`config.mk`:
```
export PLATFORM = sky130hd
export DESIGN_NAME = axis_stream_scoreboard_flat
export DESIGN_NICKNAME = d
export VERILOG_FILES = /design/src/rtl/axis_stream_scoreboard_if.sv /design/src/rtl/axis_stream_scoreboard.sv /design/src/flat_wrapper.sv
export SDC_FILE = /design/constraint.sdc
export NUM_CORES = 1
export LEC_CHECK = 0
export BUFFER_PORTS_ARGS = -buffer_cell sky130_fd_sc_hd__buf_2
export CORE_MARGIN = 2
export CORE_UTILIZATION = 36
export DETAILED_ROUTE_END_ITERATION = 10
export GPL_ROUTABILITY_DRIVEN = 0
export PLACE_DENSITY = 0.52
export SETUP_SLACK_MARGIN = 0.3
export SYNTH_ARGS = -nofsm -noshare
export SYNTH_HDL_FRONTEND = slang
export SYNTH_SLANG_ARGS = --single-unit
```
`constraint.sdc`:
```
create_clock -name ACLK -period 10.7 [get_ports ACLK]
set_input_delay 1.07 -clock ACLK [delete_from_list [all_inputs] [get_ports ACLK]]
set_output_delay 1.07 -clock ACLK [all_outputs]
set_load 0.05 [all_outputs]
```
`src/rtl/axis_stream_scoreboard_if.sv`:
```
// Scoreboard bus: expected-beat push channel and observed AXI4-Stream.
// master = stimulus/DUT side; slave = scoreboard side.
interface axis_stream_scoreboard_if #(
  parameter int DATA_W = 32
);
  logic              exp_valid;
  logic              exp_ready;
  logic [DATA_W-1:0] exp_data;
  logic              exp_last;

  logic                s_axis_tvalid;
  logic                s_axis_tready;
  logic [DATA_W-1:0]   s_axis_tdata;
  logic [DATA_W/8-1:0] s_axis_tkeep;
  logic                s_axis_tlast;

  modport master (
    output exp_valid, exp_data, exp_last,
    output s_axis_tvalid, s_axis_tdata,
    output s_axis_tkeep, s_axis_tlast,
    input  exp_ready, s_axis_tready
  );

  modport slave (
    input  exp_valid, exp_data, exp_last,
    input  s_axis_tvalid, s_axis_tdata,
    input  s_axis_tkeep, s_axis_tlast,
    output exp_ready, s_axis_tready
  );
endinterface

```
`src/rtl/axis_stream_scoreboard.sv`:
```
// In-order AXI4-Stream scoreboard: FIFO of expected beats vs observed.
// Ports: ACLK/ARESET, bus (slave), start/flush/cfg_beats, status, counters,
// first_err_*. Define KEEP_MASK_EN to compare only tkeep-enabled bytes.
module axis_stream_scoreboard #(
  parameter int DATA_W      = 32,
  parameter int DEPTH       = 8,
  parameter int CNT_W       = 16,
  parameter int STOP_ON_ERR = 0
) (
  input  logic                  ACLK,
  input  logic                  ARESET,
  axis_stream_scoreboard_if.slave bus,
  input  logic                  start,
  input  logic                  flush,
  input  logic [CNT_W-1:0]      cfg_beats,
  output logic                  busy,
  output logic                  done,
  output logic                  halted,
  output logic [CNT_W-1:0]      pass_cnt,
  output logic [CNT_W-1:0]      fail_cnt,
  output logic [CNT_W-1:0]      beat_cnt,
  output logic [CNT_W-1:0]      first_err_idx,
  output logic [DATA_W-1:0]     first_err_exp,
  output logic [DATA_W-1:0]     first_err_act
);
  localparam int AW = $clog2(DEPTH);
  localparam bit StopOnErr = (STOP_ON_ERR != 0);

  typedef enum logic [1:0] {
    IDLE, RUN, DONE, HALT
  } state_t;

  state_t state, stateNext;

  logic [DATA_W:0] mem [DEPTH];
  logic [AW:0]     wrPtr, rdPtr;
  logic            fifoEmpty, fifoFull;
  logic            push, doFlush, tready;
  logic [DATA_W-1:0] expData;
  logic            expLast;

  logic            hs, dataDiff, mismatch, startAcc;
  logic [CNT_W-1:0] cfgBeats, beatNext;
  logic [CNT_W-1:0] passNext, failNext;

  // Extra pointer MSB distinguishes full from empty.
  assign fifoEmpty = wrPtr == rdPtr;
  assign fifoFull  = (wrPtr[AW] != rdPtr[AW]) &&
                     (wrPtr[AW-1:0] == rdPtr[AW-1:0]);

  assign bus.exp_ready     = !fifoFull;
  assign tready            = (state == RUN) && !fifoEmpty;
  assign bus.s_axis_tready = tready;

  assign push    = bus.exp_valid && !fifoFull;
  assign doFlush = flush && (state != RUN);
  assign hs      = bus.s_axis_tvalid && tready;

  assign {expLast, expData} = mem[rdPtr[AW-1:0]];

  always_ff @(posedge ACLK) begin
    if (push && !doFlush && !ARESET)
      mem[wrPtr[AW-1:0]] <= {bus.exp_last, bus.exp_data};
  end

  // Flush drops both the contents and any same-cycle push.
  always_ff @(posedge ACLK) begin
    if (ARESET) begin
      wrPtr <= '0;
      rdPtr <= '0;
    end else if (doFlush) begin
      rdPtr <= wrPtr;
    end else begin
      if (push) wrPtr <= wrPtr + (AW+1)'(1);
      if (hs)   rdPtr <= rdPtr + (AW+1)'(1);
    end
  end

`ifdef KEEP_MASK_EN
  logic [DATA_W-1:0] keepMask;
  always_comb begin
    keepMask = '0;
    for (int i = 0; i < DATA_W/8; i++)
      keepMask[i*8 +: 8] = {8{bus.s_axis_tkeep[i]}};
  end
  assign dataDiff = |((bus.s_axis_tdata ^ expData) & keepMask);
`else
  logic unusedKeep;
  assign unusedKeep = ^bus.s_axis_tkeep;
  assign dataDiff   = bus.s_axis_tdata != expData;
`endif

  assign mismatch = dataDiff || (bus.s_axis_tlast != expLast);
  assign startAcc = start && (state != RUN);

  assign beatNext = (&beat_cnt) ? beat_cnt : beat_cnt + CNT_W'(1);
  assign passNext = (&pass_cnt) ? pass_cnt : pass_cnt + CNT_W'(1);
  assign failNext = (&fail_cnt) ? fail_cnt : fail_cnt + CNT_W'(1);

  always_ff @(posedge ACLK) begin
    if (ARESET) state <= IDLE;
    else        state <= stateNext;
  end

  // A mismatching final beat halts rather than completes.
  always_comb begin
    stateNext = state;
    unique case (state)
      RUN: begin
        if (hs) begin
          if (mismatch && StopOnErr)
            stateNext = HALT;
          else if (beatNext == cfgBeats)
            stateNext = DONE;
        end
      end
      IDLE, DONE, HALT: begin
        if (start)
          stateNext = (cfg_beats == '0) ? DONE : RUN;
      end
      default: stateNext = IDLE;
    endcase
  end

  // fail_cnt == 0 marks the first mismatch; it saturates, never wraps.
  always_ff @(posedge ACLK) begin
    if (ARESET) begin
      cfgBeats      <= '0;
      pass_cnt      <= '0;
      fail_cnt      <= '0;
      beat_cnt      <= '0;
      first_err_idx <= '0;
      first_err_exp <= '0;
      first_err_act <= '0;
    end else if (startAcc) begin
      cfgBeats      <= cfg_beats;
      pass_cnt      <= '0;
      fail_cnt      <= '0;
      beat_cnt      <= '0;
      first_err_idx <= '0;
      first_err_exp <= '0;
      first_err_act <= '0;
    end else if (hs) begin
      beat_cnt <= beatNext;
      if (mismatch) begin
        fail_cnt <= failNext;
        if (fail_cnt == '0) begin
          first_err_idx <= beat_cnt;
          first_err_exp <= expData;
          first_err_act <= bus.s_axis_tdata;
        end
      end else begin
        pass_cnt <= passNext;
      end
    end
  end

  assign busy   = state == RUN;
  assign done   = state == DONE;
  assign halted = state == HALT;
endmodule
```
`src/flat_wrapper.sv`:
```
// flat-port wrapper written by rule: the top's interface ports become plain ports
module axis_stream_scoreboard_flat 
#(
  parameter int DATA_W      = 32,
  parameter int DEPTH       = 8,
  parameter int CNT_W       = 16,
  parameter int STOP_ON_ERR = 0
)
  (ACLK, ARESET, start, flush, cfg_beats, busy, done, halted, pass_cnt, fail_cnt, beat_cnt, first_err_idx, first_err_exp, first_err_act, bus_exp_valid, bus_exp_data, bus_exp_last, bus_s_axis_tvalid, bus_s_axis_tdata, bus_s_axis_tkeep, bus_s_axis_tlast, bus_exp_ready, bus_s_axis_tready);
  axis_stream_scoreboard_if #(.DATA_W(DATA_W)) bus_i ();
  input  logic ACLK;
  input  logic ARESET;
  input  logic start;
  input  logic flush;
  input  logic [CNT_W-1:0] cfg_beats;
  output logic busy;
  output logic done;
  output logic halted;
  output logic [CNT_W-1:0] pass_cnt;
  output logic [CNT_W-1:0] fail_cnt;
  output logic [CNT_W-1:0] beat_cnt;
  output logic [CNT_W-1:0] first_err_idx;
  output logic [DATA_W-1:0] first_err_exp;
  output logic [DATA_W-1:0] first_err_act;
  input wire logic [$bits(bus_i.exp_valid)-1:0] bus_exp_valid;
  input wire logic [$bits(bus_i.exp_data)-1:0] bus_exp_data;
  input wire logic [$bits(bus_i.exp_last)-1:0] bus_exp_last;
  input wire logic [$bits(bus_i.s_axis_tvalid)-1:0] bus_s_axis_tvalid;
  input wire logic [$bits(bus_i.s_axis_tdata)-1:0] bus_s_axis_tdata;
  input wire logic [$bits(bus_i.s_axis_tkeep)-1:0] bus_s_axis_tkeep;
  input wire logic [$bits(bus_i.s_axis_tlast)-1:0] bus_s_axis_tlast;
  output wire logic [$bits(bus_i.exp_ready)-1:0] bus_exp_ready;
  output wire logic [$bits(bus_i.s_axis_tready)-1:0] bus_s_axis_tready;
  assign bus_i.exp_valid = bus_exp_valid;
  assign bus_i.exp_data = bus_exp_data;
  assign bus_i.exp_last = bus_exp_last;
  assign bus_i.s_axis_tvalid = bus_s_axis_tvalid;
  assign bus_i.s_axis_tdata = bus_s_axis_tdata;
  assign bus_i.s_axis_tkeep = bus_s_axis_tkeep;
  assign bus_i.s_axis_tlast = bus_s_axis_tlast;
  assign bus_exp_ready = bus_i.exp_ready;
  assign bus_s_axis_tready = bus_i.s_axis_tready;
  axis_stream_scoreboard #(.DATA_W(DATA_W), .DEPTH(DEPTH), .CNT_W(CNT_W), .STOP_ON_ERR(STOP_ON_ERR)) u_core (.ACLK(ACLK), .ARESET(ARESET), .bus(bus_i), .start(start), .flush(flush), .cfg_beats(cfg_beats), .busy(busy), .done(done), .halted(halted), .pass_cnt(pass_cnt), .fail_cnt(fail_cnt), .beat_cnt(beat_cnt), .first_err_idx(first_err_idx), .first_err_exp(first_err_exp), .first_err_act(first_err_act));
endmodule
```
# == Yosys cells after proc, flatten, opt, wreduce, memory -nomap -nowiden ==
# Memories as Yosys holds them, arrays and structs flattened. A register that Yosys moved wholly into a read port is not among the register bits.
# Index checks and enable logic that the tools add are counted.
# op_classes
n_addsub,5
mul,0
div_mod_pow,0
magnitude_cmp,0
n_eq_ne,13
shift,0
mux,12
bitwise,4
reduce_logical,27
# ops
cell,count
$add 16x1->16 const B,3
$reduce_and 16->1,3
$logic_not 16->1,2
$ne 32x32->1,1
$eq 16x16->1,1
$mux 16,1
$reduce_and 3->1,4
$add 4x1->4 const B,2
$logic_and 1x1->1,8
$mux 2,4
$mux 4,2
$mux 3,2
$ne 2x1->1 const B,3
$eq 2x2->1 const B,2
$eq 4x4->1,1
$logic_not 1->1,4
$not 1->1,4
$pmux 2 s2,1
$eq 3x3->1,1
$reduce_or 3->1,1
$eq 2x1->1 const B,1
$logic_not 2->1,1
$mux 1,2
$ne 1x1->1,2
other kinds (5),5
# word_totals
regBits,154
latchBits,0
ramBits,264
mem_bits_ro,0
elab_cells,72
mem_count,1
# memory_table
memory,words,word_bits,read_ports,rd_clocked_by_memory_dff,write_ports,line_no,rtl
u_core.mem,8,33,1,1,1,axis_stream_scoreboard.sv:35,logic [DATA_W:0] mem [DEPTH];

# == Logic depth before layout (Yosys ltp) ==
# Gate-level depths: netlist (run 1).
# logic_depth
depth_word,8
mapped_depth,14
mapped_depth_nobuf,10

# == Worst setup path after synthesis (run 1) ==
# Ideal clock, no wire load.
# synth_path
path_kind,register -> register
startpoint,register u_core.wrPtr[0]
endpoint,memory u_core.mem[0][0] in the netlist's numbering (enable)
arrival_time_ps,4432
setup_slack_ps,5804
path_stages_with_launch,9
path_cell_list,dfxtp_1 clkbuf_1 xor2_1 nor3_1 nand2_1 and3_1 clkbuf_1 or3b_2 nor3_1
# synth_via
elab_chain_len,8
# synth_lines
item,line_no,rtl
"start, declared",axis_stream_scoreboard.sv:36,"logic [AW:0] wrPtr, rdPtr;"
"start signal, assigned",axis_stream_scoreboard.sv:74,if (push) wrPtr <= wrPtr + (AW+1)'(1);
$eq 3x3->1,axis_stream_scoreboard.sv:49,(wrPtr[AW-1:0] == rdPtr[AW-1:0]);
$logic_and 1x1->1,axis_stream_scoreboard.sv:48,assign fifoFull = (wrPtr[AW] != rdPtr[AW]) &&
$logic_not 1->1,--,
named net bus_exp_ready,flat_wrapper.sv:32,output wire logic [$bits(bus_i.exp_ready)-1:0] bus_exp_ready;
$logic_and 1x1->1,axis_stream_scoreboard.sv:55,assign push = bus.exp_valid && !fifoFull;
$logic_and 1x1->1 (2 in a row),axis_stream_scoreboard.sv:62,if (push && !doFlush && !ARESET)
$mux 1,axis_stream_scoreboard.sv:62,
$mux 1 (implied by the code),axis_stream_scoreboard.sv:63,"mem[wrPtr[AW-1:0]] <= {bus.exp_last, bus.exp_data};"
"end, declared",axis_stream_scoreboard.sv:35,
# The timed path passes the listed nets, and every way through them passes these cells.

==> metrics.md, run 1 <==
| Metric | Value |
|---|---|
| Status | `complete, no violations` |
| Bufs on Longest Clock Path | `3` |
| Tcrit/Tclk final | `51.7%` |
| Hold Path Stages | `2` |
| Combinational family with the most area after synthesis | `simple AND/OR/NAND/NOR gates` |
| Main area contributors after synthesis | `edfxtp_1 (45%), dfxtp_1 (18%), mux4_2 (5.1%), mux2i_1 (3.9%), nand2_1 (3.3%)` |
| Power per Cell Area | `179 mW/mm²` |
| Yosys top cell area share | `45.1%` |
| Compound-Gate Fraction of Synth Area | `7.39%` |
| Tmin final | `5530 ps` |
| DRC errors left | `0` |
| Core area | `0.0479 mm²` |
| Synth unique cells | `64` |
| Sequential-to-total area share from yosys stat | `63.0%` |
| Critical Path AT | `6020 ps` |
| Pleak | `0.00728 µW` |
| Total track usage | `18.5%` |
| Pre-CTS setup slack | `5020 ps` |
| DP Area | `0.0192 mm²` |
| Avg Cell Area, Syn | `12.8 µm²` |
| Initial detailed-routing violation count | `829` |
| Area grow syn2layout | `18.4%` |
| DP HPWL | `29.4 mm` |
| Most common cell after layout, fill and taps aside | `edfxtp_1` |
| Setup_tns | `0 ps` |
| Vias in the first global route | `11300` |
| IO Count | `225` |
| Slew HR | `32.6%` |
| Synthesized area | `0.0176 mm²` |
| GRT overflow | `0` |
| Initial antenna violation count | `5` |
| Hold Path Origin | `u_core.first_err_idx[1]` |
| Clk pin slew, worst setup/hold paths | `60 ps` |
| Layout cells sized above 1 | `25.1%` |
| Fill cells | `4510` |
| Post-layout nets | `1669` |
| Mux contribution to synthesized area | `10.4%` |
| Htree depth | `2` |
| VDD IR-drop max | `0.000105 V` |
| Crit path capture type | `flop` |
| Vias post-DR | `11800` |
| Worst skew pair latency | `590 ps` |
| Crit path kind | `flop to flop` |
| Worst path required time | `11190 ps` |
| Worst Tran Pin Value | `1010 ps` |
| Vias per cell | `5.28` |
| Unrepaired setup endpoints after global routing | `false` |
| Post-route ant nets | `0` |
| Final Hold Viols | `0` |
| Setup bufs post-CTS | `0` |
| CTS root buffer | `clkbuf_16` |
| Die width | `225 µm` |
| Syn_nets | `1473` |
| Largest area contributor in the netlist | `edfxtp_1` |
| Min-Delay Path Class | `flop to flop` |
| Post-synth EDFFs | `264` |
| Starting Density | `36.6%` |
| R2R depth | `12` |
| Final Cell Area | `0.0208 mm²` |
| Worst flop-to-flop path endpoint | `u_core.first_err_exp[9]` |
| Fin. max-slew vios | `0` |
| Cts hold-fix bufs | `0` |
| Clock Sinks | `421` |
| Number of buffers created by CTS | `47` |
| Setup-failing EPs final | `0` |
| Ys async rst share | `0%` |
| Largest net degree at the start of global routing | `88` |
| Syn. warnings | `0` |
| CP Launch Type | `flop` |
| Fmax achieved | `181 MHz` |
| Area share of and/or/nand/nor cells after synthesis | `12.3%` |
| Main synth FF type | `edfxtp_1` |
| CP Max Fanout | `87` |
| WHS Endpoint | `u_core.first_err_idx[1]` |
| XOR/XNOR share of the synthesized area | `3.49%` |
| CTS tree | `done` |
| Post_cts resized | `0` |
| Routed WL | `47.5 mm` |
| Final WS setup | `5170 ps` |
| Post-synthesis cell count | `1375` |
| Commonest cells after routing, fill and taps aside | `edfxtp_1 (264), buf_2 (220), nand2_1 (154), dfxtp_1 (154), nand3_1 (95)` |
| Drt first pass iters | `5` |
| Clk_skew | `15.6 ps` |
| Total of max-cap violations | `0` |
| Adder-Cell Fraction of Synth Area | `0.427%` |
| FF-to-FF setup slack | `5170 ps` |
| Wire length of the first global-routing pass | `70.4 mm` |
| Die area | `0.0506 mm²` |
| # rows | `80` |
| Die Span Y | `225 µm` |
| Flops & latches, synth | `421` |
| WL/cell | `21.3 µm` |
| I/O Buffers | `220` |
-- worst max-delay path: stages (launching register included) --
cell and delay (ps):
dfxtp_4 660, buf_4 650, mux4_2 590, mux2i_1 290
xor2_1 180, nand2_1 130, nor4_1 510, nand3_2 410
o21ai_4 220, buf_4 630, buf_4 790, nand3_1 160
o31ai_1 110
-- how the worst max path moves through the flow --
stage / from / slack [ps] / endpoint
2_1_floorplan: u_core.wrPtr[0] / 5800 / u_core.mem[0][0]
3_3_place_gp: flop / 5110 / u_core.first_err_exp[9]
3_5_place_dp: flop / 5020 / u_core.first_err_exp[9]
4_1_cts: flop / 5020 / u_core.first_err_exp[9]
5_1_grt: flop / 4580 / u_core.first_err_exp[1]
6_report: flop / 5170 / u_core.first_err_exp[9]
-- cells in the mapped netlist (4+ instances only) --
| cell type | instances |
|---|---|
| a221oi_1 | 8 |
| mux4_2 | 40 |
| nor2_1 | 49 |
| a211oi_1 | 6 |
| o22ai_1 | 10 |
| nand2b_1 | 8 |
| a21oi_1 | 37 |
| ha_1 | 6 |
| o31ai_1 | 24 |
| and3_1 | 18 |
| inv_1 | 9 |
| and2_1 | 8 |
| mux2i_1 | 68 |
| or3_1 | 22 |
| clkbuf_2 | 4 |
| clkbuf_1 | 49 |
| o21ai_0 | 13 |
| dfxtp_1 | 157 |
| nor4_1 | 21 |
| xor2_1 | 45 |
| a31oi_1 | 9 |
| a22oi_1 | 6 |
| buf_4 | 11 |
| xnor2_1 | 25 |
| nor2b_1 | 7 |
| o41ai_1 | 4 |
| a22o_1 | 4 |
| nand3_1 | 95 |
| edfxtp_1 | 264 |
| buf_2 | 19 |
| mux2_2 | 21 |
| nand2_1 | 154 |
| o21ai_1 | 57 |
| nand4_1 | 20 |
| nor3_1 | 20 |
| buf_6 | 8 |
-- registers in the layout, summed over array words and instances (netlist names), named ones only --
name and count:
u_core.beat_cnt 16, u_core.cfgBeats 16, u_core.fail_cnt 16, u_core.first_err_act 32, u_core.first_err_exp 32, u_core.first_err_idx 16
u_core.mem 264, u_core.pass_cnt 16, u_core.rdPtr 4, u_core.state 2, u_core.wrPtr 4
-- power breakdown --
part | switching (µW) | leakage [µW] | internal [µW]
logic | 192 | 0.00284 | 84.7
registers | 16.9 | 0.00365 | 1750
clock network | 668 | 0.000794 | 1010
-- per-stage QoR --
| stage | instances | hold WS, ps | util, % | total power [µW] |
|---|---|---|---|---|
| after global routing | 2225 | 479 | 43.4 | 3860 |
| after CTS | 2225 | 454 | 43.4 | 3770 |
| after floorplan | 1375 | 448 | - | 1980 |
| after global placement | 2137 | 441 | 40.0 | 2080 |
| final | 2226 | 450 | 43.4 | 3720 |
| after detailed placement | 2137 | 446 | 40.0 | 2080 |
-- logic make-up (layout without fill, tap and decap cells) --
group | after synthesis | in the layout
AO/OA/AOI/OAI | 204 | 204
AND/OR/NAND/NOR | 442 | 442
buffers and inverters | 102 | 337
flip-flops | 421 | 421
multiplexers | 130 | 130
other | 0 | 1
XOR/XNOR | 70 | 70
adder cells (fa/ha/maj) | 6 | 6
-- routing by layer --
layer  up-vias  track usage [%]  part of all wire [%]  wire, µm
li1       5579                -                     -         -
met1      5788             25.6                    46     21700
met2       320             29.5                    46     21800
met3        59             3.89                   6.4      3040
met4         6             4.98                   1.7       826
met5         -                0                 0.072        34
-- final cells by class --
type | instances | area [µm²] | share of cell area, %
diodes | 1 | 2.50 | 0.0120
flip-flops and latches | 421 | 11100 | 53.3
repair buffers | 240 | 1250 | 6.01
well taps | 615 | 769 | 3.70
inverters | 9 | 33.8 | 0.162
clock buffers | 68 | 1360 | 6.51
clock inverters | 20 | 265 | 1.28
multi-input cells | 852 | 6050 | 29.1
(Power assumes the default switching activity.)
==> inputs of run 2 (changes only) <==
--- a/config.mk
+++ b/config.mk
@@ -5,6 +5,7 @@
 export SDC_FILE = /design/constraint.sdc
 export NUM_CORES = 1
 export LEC_CHECK = 0
+export ABC_AREA = 1
 export BUFFER_PORTS_ARGS = -buffer_cell sky130_fd_sc_hd__buf_2
 export CORE_MARGIN = 2
 export CORE_UTILIZATION = 36
==> constraint.sdc (replaced) <==
create_clock -name ACLK -period 5.7 [get_ports ACLK]
set_input_delay 0.57 -clock ACLK [delete_from_list [all_inputs] [get_ports ACLK]]
set_output_delay 0.57 -clock ACLK [all_outputs]
set_load 0.05 [all_outputs]
==> metrics.md, run 2 <==
| Metric | Value |
|---|---|
| FF-to-FF setup slack | `1320 ps (-3850 ps)` |
| Syn. warnings | `0 (unchanged)` |
| Main synth FF type | `edfxtp_1` |
| Setup_tns | `0 ps (unchanged)` |
| IO Count | `225 (unchanged)` |
| Fmax achieved | `228 MHz (+26%)` |
| CP Max Fanout | `54 (-38%)` |
| Largest area contributor in the netlist | `edfxtp_1` |
| Bufs on Longest Clock Path | `3 (unchanged)` |
| Setup-failing EPs final | `0 (unchanged)` |
| Placed cells | `3108 (+45%)` |
| Yosys top cell area share | `41.4% (-3.7 points)` |
| Clk_skew | `13.7 ps (-1.89 ps)` |
| Sequential-to-total area share from yosys stat | `57.8% (-5.2 points)` |
| Total track usage | `19.8% (+1.3 points)` |
| Clk pin slew, worst setup/hold paths | `60 ps (about the same)` |
| Clock Sinks | `421 (unchanged)` |
| Die area | `0.0550 mm² (+8.8%)` |
| Length of routed met3 wiring | `3.18 mm (+4.7%)` |
| Worst flop-to-flop path endpoint | `u_core.first_err_exp[1]` |
| CP Launch Type | `flop` |
| GRT overflow | `0 (unchanged)` |
| Vias post-DR | `15400 (+31%)` |
| Pleak | `0.00970 µW (+33%)` |
| Fin. max-slew vios | `0 (unchanged)` |
| Max reg flops | `264 (unchanged)` |
| Initial antenna violation count | `11 (+6)` |
| Post-synthesis cell count | `2279 (+66%)` |
| Final Cell Area | `0.0225 mm² (+8.1%)` |
| Crit path capture type | `flop` |
| Power per Cell Area | `323 mW/mm² (+81%)` |
| I/O Buffers | `220 (unchanged)` |
| M1 WL | `26.1 mm (+20%)` |
| Vias in the first global route | `14000 (+24%)` |
| Largest net degree at the start of global routing | `81 (-8.0%)` |
| Flops & latches, synth | `421 (unchanged)` |
| Worst skew pair latency | `580 ps (about the same)` |
| Core area | `0.0526 mm² (+9.6%)` |
| Layout cells sized above 1 | `13.6% (-11 points)` |
| Routed WL | `55.4 mm (+17%)` |
| Top Layer Used | `met5` |
| Die width | `235 µm (+4.3%)` |
| Pre-CTS setup slack | `1360 ps (-3660 ps)` |
| Slew HR | `18.8% (-14 points)` |
| Area grow syn2layout | `17.5%` |
| Main area contributors after synthesis | `edfxtp_1 (41%), dfxtp_1 (16%), nand2_1 (12%), nand3_1 (8.3%), nor2_1 (6.5%)` |
| Met2 WL | `24.7 mm (+13%)` |
| Post_cts resized | `0 (unchanged)` |
| Post-route ant nets | `0 (unchanged)` |
| DRC errors left | `0 (unchanged)` |
| Status | `complete, no violations` |
| Synth cell count leaders | `nand2_1 (591), nor2_1 (332), nand3_1 (316)` |
| DP HPWL | `36.1 mm (+23%)` |
| VDD IR-drop max | `0.000223 V (+110%)` |
| Drt first pass iters | `5 (unchanged)` |
| Tcrit/Tclk final | `76.8% (+25 points)` |
| Post-synth EDFFs | `264 (unchanged)` |
| Final Hold Viols | `0 (unchanged)` |
| Worst path required time | `6170 ps (-5020 ps)` |
| Htree depth | `2 (unchanged)` |
| Final WS setup | `1320 ps (-3850 ps)` |
| Total of max-cap violations | `0 (unchanged)` |
| Worst setup path endpoint | `u_core.first_err_exp[1]` |
| Tmin final | `4380 ps (-1150 ps)` |
| Worst Tran Pin Value | `1220 ps (+210 ps)` |
| R2R depth | `19 (+7)` |
| Most common cell after layout, fill and taps aside | `nand2_1` |
| Initial detailed-routing violation count | `1171 (+41%)` |
| CTS root buffer | `clkbuf_16` |
| Synth unique cells | `32 (-50%)` |
| DP Area | `0.0209 mm² (+8.7%)` |
| Synthesized area | `0.0191 mm² (+9.0%)` |
| Cts hold-fix bufs | `0 (unchanged)` |
| Die Span Y | `235 µm (+4.3%)` |
| Post-layout nets | `2566 (+54%)` |
| Critical Path AT | `4850 ps (-1170 ps)` |
| Min-Delay Path Class | `input pin to flop` |
| WL/cell | `17.3 µm (-19%)` |
| Commonest cells after routing, fill and taps aside | `nand2_1 (591), nor2_1 (330), nand3_1 (316)` |
| Setup bufs post-CTS | `0 (unchanged)` |
| Vias per cell | `4.81 (-8.9%)` |
| Final Non-Filler Cells | `3197 (+44%)` |
| Avg Cell Area, Syn | `8.40 µm² (-34%)` |
| Syn_nets | `2377 (+61%)` |
| Unrepaired setup endpoints after global routing | `false` |
| CTS tree | `done` |
| Wire length of the first global-routing pass | `83.1 mm (+18%)` |
| Count leader, synth | `nand2_1` |
| Number of buffers created by CTS | `46 (-2.1%)` |
| Starting Density | `36.4% (-0.21 points)` |
| Crit path kind | `flop to flop` |
| Ys async rst share | `0% (unchanged)` |
| # rows | `84 (+5.0%)` |
## run 2: worst min path at each step
| stage | from | end | slack, ps | cells past startpoint |
|---|---|---|---|---|
| floorplan | u_core.cfgBeats[14] | u_core.cfgBeats[14] | 440 | 2 |
| global placement | u_core.first_err_idx[6] | u_core.first_err_idx[6] | 460 | 2 |
| detailed placement | u_core.cfgBeats[14] | u_core.cfgBeats[14] | 460 | 2 |
| CTS | bus_exp_data[18] | u_core.mem[5][18] | 240 | 1 |
| global route | bus_exp_data[21] | u_core.mem[5][21] | 260 | 1 |
| finish | bus_exp_data[22] | u_core.mem[2][22] | 260 | 1 |
## run 2: metal layers
| metal | up-vias | GRT usage (%) |
|---|---|---|
| li1 | 7734 | - |
| met1 | 7201 | 27.7 |
| met2 | 350 | 30.9 |
| met3 | 88 | 4.23 |
| met4 | 10 | 5.84 |
| met5 | - | 0 |
## run 2: kinds of logic (layout without fill, tap and decap cells)
| group | Yosys count | in the layout | synth area share, % |
|---|---|---|---|
| other | 0 | 6 | 0 |
| flip-flops | 421 | 421 | 57.8 |
| buffers and inverters | 393 | 617 | 8.48 |
| AO/OA/AOI/OAI | 122 | 122 | 3.35 |
| XOR/XNOR | 31 | 31 | 1.42 |
| adder cells (fa/ha/maj) | 6 | 6 | 0.392 |
| AND/OR/NAND/NOR | 1306 | 1306 | 28.5 |
## run 2: final cells by class
class                           count  area (µm²)
Clock inverter                     21         338
Multi-Input combinational cell   1465        6500
Tap cell                          688         861
Fill cell                        5220       30100
Timing Repair Buffer              249        1340
Sequential cell                   421       11100
Antenna cell                        6        15.0
Inverter                          285        1070
Clock buffer                       62        1280
## run 2: worst max-delay path, cell delays in order, from the launching register on
cell and delay (ps):
dfxtp_4 720, inv_2 450, buf_12 320, nand2_1 90
nand2_1 50, nand2_1 50, nand3_1 200, nand2_1 170
nand2_1 70, nand2_1 50, nor2_1 40, nand2_1 80
nor2_1 50, nand2_1 200, nor2_4 70, inv_2 690
buf_4 560, nand3_1 170, nand2_1 110, nor2_1 40
## run 2: report_power, final
| part | internal [µW] | leakage [µW] | switching (µW) | total [µW] |
|---|---|---|---|---|
| combinational | 196 | 0.00525 | 509 | 705 |
| sequential | 3290 | 0.00365 | 44.4 | 3340 |
| clock | 1980 | 0.000800 | 1230 | 3210 |
| total | 5470 | 0.00970 | 1780 | 7260 |
## run 2: stage by stage
stage	total power (µW)	hold WS (ps)	util (%)
final	7260	263	42.8
after global routing	7530	256	42.8
after CTS	7340	239	42.8
after detailed placement	4110	461	39.7
after global placement	4100	458	39.7
after floorplan	3880	444	-
==> inputs of run 3 (changes only) <==
==> constraint.sdc (replaced) <==
create_clock -name ACLK -period 4.2 [get_ports ACLK]
set_input_delay 0.42 -clock ACLK [delete_from_list [all_inputs] [get_ports ACLK]]
set_output_delay 0.42 -clock ACLK [all_outputs]
set_load 0.05 [all_outputs]
==> metrics.md, run 3 (synthesized netlist as in run 2, its figures left out) <==
| Metric | Value |
|---|---|
| Vias per cell | `4.78 (-0.67%)` |
| Critical-path cell list | `inv_2 -> buf_12 -> buf_4 -> nand2_1 -> nand2_1 -> nand2_1 -> nand3_1 -> nand2_1 -> nand2_1 -> nand2_1 -> nor2_1 -> nand2_1 -> nor2_1 -> nand2_1 -> o21a_2 -> buf_12 -> nor2_1 -> nor2_1` |
| Clock Sinks | `421 (unchanged)` |
| Unrepaired setup endpoints after global routing | `false` |
| Bufs on Longest Clock Path | `3 (unchanged)` |
| R2R depth | `18 (-1)` |
| DRC errors left | `0 (unchanged)` |
| Switching power | `2410 µW (+35%)` |
| Layout cells sized above 1 | `13.5% (-0.12 points)` |
| Net Sw Frac | `25.2% (+0.64 points)` |
| Status | `complete, no violations` |
| Initial antenna violation count | `10 (-1)` |
| DP HPWL | `35.6 mm (-1.4%)` |
| Combinational share of power | `10.2% (+0.5 points)` |
| Hold Path Stages | `1 (unchanged)` |
| CTS root buffer | `clkbuf_16` |
| Largest net degree at the start of global routing | `110 (+36%)` |
| Total track usage | `19.6% (-0.24 points)` |
| CTS tree | `done` |
| Clk_skew | `24.7 ps (+11.0 ps)` |
| WL/cell | `17.0 µm (-1.7%)` |
| Final Non-Filler Cells | `3202 (+0.16%)` |
| Slew HR | `15.0% (-3.8 points)` |
| Worst Tran Pin Value | `1280 ps (+57.7 ps)` |
| Min-Delay Path Class | `input pin to flop` |
| Crit path kind | `flop to flop` |
| Die width | `235 µm (unchanged)` |
| Pleak | `0.00969 µW (-0.14%)` |
| CP top delay family | `buffers and inverters` |
| Final Cell Area | `0.0225 mm² (about the same)` |
| Post-route ant nets | `0 (unchanged)` |
| Clk pin slew, worst setup/hold paths | `60 ps (about the same)` |
| Core area | `0.0526 mm² (unchanged)` |
| I/O Buffers | `220 (unchanged)` |
| Routed WL | `54.6 mm (-1.5%)` |
| Cell mode on critical path | `nand2_1` |
| Layout Utilization | `42.8% (about the same)` |
| Die area | `0.0550 mm² (unchanged)` |
| Fin. max-slew vios | `0 (unchanged)` |
| Most common cell after layout, fill and taps aside | `nand2_1` |
| Drt first pass iters | `5 (unchanged)` |
| Final Hold Viols | `0 (unchanged)` |
| Vias post-DR | `15300 (-0.51%)` |
| Final WS setup | `724 ps (-597 ps)` |
| Cts hold-fix bufs | `0 (unchanged)` |
| Htree depth | `2 (unchanged)` |
| CP Max Fanout | `54 (unchanged)` |
| Tcrit/Tclk final | `82.8% (+5.9 points)` |
| Storage element area | `0.0111 mm² (unchanged)` |
| Setup-failing EPs final | `0 (unchanged)` |
| Vias in the first global route | `13800 (-1.4%)` |
| GRT overflow | `0 (unchanged)` |
| Largest stage delay on the critical path | `480 ps (-240 ps)` |
| Pre-CTS setup slack | `714 ps (-646 ps)` |
| Worst path required time | `4670 ps (-1500 ps)` |
| CP Launch Type | `flop` |
| Total of max-cap violations | `0 (unchanged)` |
| Number of buffers created by CTS | `46 (unchanged)` |
| Initial detailed-routing violation count | `1115 (-4.8%)` |
| Power per Cell Area | `425 mW/mm² (+32%)` |
| Setup bufs post-CTS | `0 (unchanged)` |
| Post_cts resized | `0 (unchanged)` |
| Seq pwr share | `47.4% (+1.4 points)` |
| # rows | `84 (unchanged)` |
| Crit path depth | `18 (-1)` |
| Fill cells | `5214 (-0.11%)` |
| Fmax achieved | `288 MHz (+26%)` |
| Die Span Y | `235 µm (unchanged)` |
| DP Area | `0.0210 mm² (+0.58%)` |
| Commonest cells after routing, fill and taps aside | `nand2_1 (591), nor2_1 (330), nand3_1 (316)` |
| WP buf/inv | `4 (unchanged)` |
| VDD IR-drop max | `0.000278 V (+24%)` |
| CP max-delay cell | `o21a_2` |
| Internal power | `7150 µW (+31%)` |
| Post-layout nets | `2571 (+0.19%)` |
| Critical Path AT | `3940 ps (-910 ps)` |
| Starting Density | `36.4% (unchanged)` |
| Worst skew pair latency | `590 ps (about the same)` |
| Clock power share | `42.4% (-1.9 points)` |
| Tmin final | `3480 ps (-903 ps)` |
| Area of the multi-input gates | `0.00651 mm² (+0.13%)` |
| Wire length of the first global-routing pass | `81.9 mm (-1.5%)` |
| IO Count | `225 (unchanged)` |
| Placed cells | `3113 (+0.16%)` |
| Area grow syn2layout | `17.5% (about the same)` |
| Max reg flops | `264 (unchanged)` |
| Crit path capture type | `flop` |
[run 3: cell types whose count changed in the layout (fill, tap and decap cells not counted), sizes merged]
cell,before,now
clkbuf,62,60
buf,249,254
diode,6,3
clkinvlp,0,2
inv,283,281
clkinv,14,23
bufinv,9,5
[run 3: path summary, 6_finish.rpt]
path                                          startpoint                        to  slack (ps)
worst min-delay path                    bus_exp_data[26]         u_core.mem[3][26]         110
worst max register to register                      flop  u_core.first_err_exp[13]         720
worst min register to register  u_core.first_err_act[19]  u_core.first_err_act[19]         480
worst max-delay path                                flop  u_core.first_err_exp[13]         720
[run 3: layout make-up]
type	count	area share, %
Clock inverter	26	1.20
Antenna cell	3	0.0334
Timing Repair Buffer	254	6.47
Tap cell	688	3.83
Clock buffer	60	5.53
Sequential cell	421	49.2
Multi-Input combinational cell	1465	29.0
Inverter	285	4.75
[run 3: stage by stage]
stage | power [µW] | hold WS (ps) | setup TNS (ps)
6_report | 9550 | 105 | 0
5_1_grt | 9920 | 95.0 | 0
4_1_cts | 9670 | 73.5 | 0
3_5_place_dp | 5590 | 467 | 0
3_3_place_gp | 5580 | 458 | 0
2_1_floorplan | 5270 | 444 | -10540
[run 3: per-layer routing]
metal | GRT usage [%] | part of all wire, % | vias to the layer above
li1 | - | - | 7742
met3 | 3.57 | 6.1 | 89
met4 | 5.96 | 2.5 | 8
met1 | 27.7 | 47 | 7056
met2 | 30.4 | 44 | 409
met5 | 0 | 0.095 | -
[run 3: power by group through the flow]
stage	Clock (µW)	Combinational (µW)	Sequential [µW]
2_1_floorplan	0	558	4710
3_3_place_gp	0	969	4610
3_5_place_dp	0	977	4620
4_1_cts	4160	980	4530
5_1_grt	4300	1080	4530
6_report	4050	974	4530
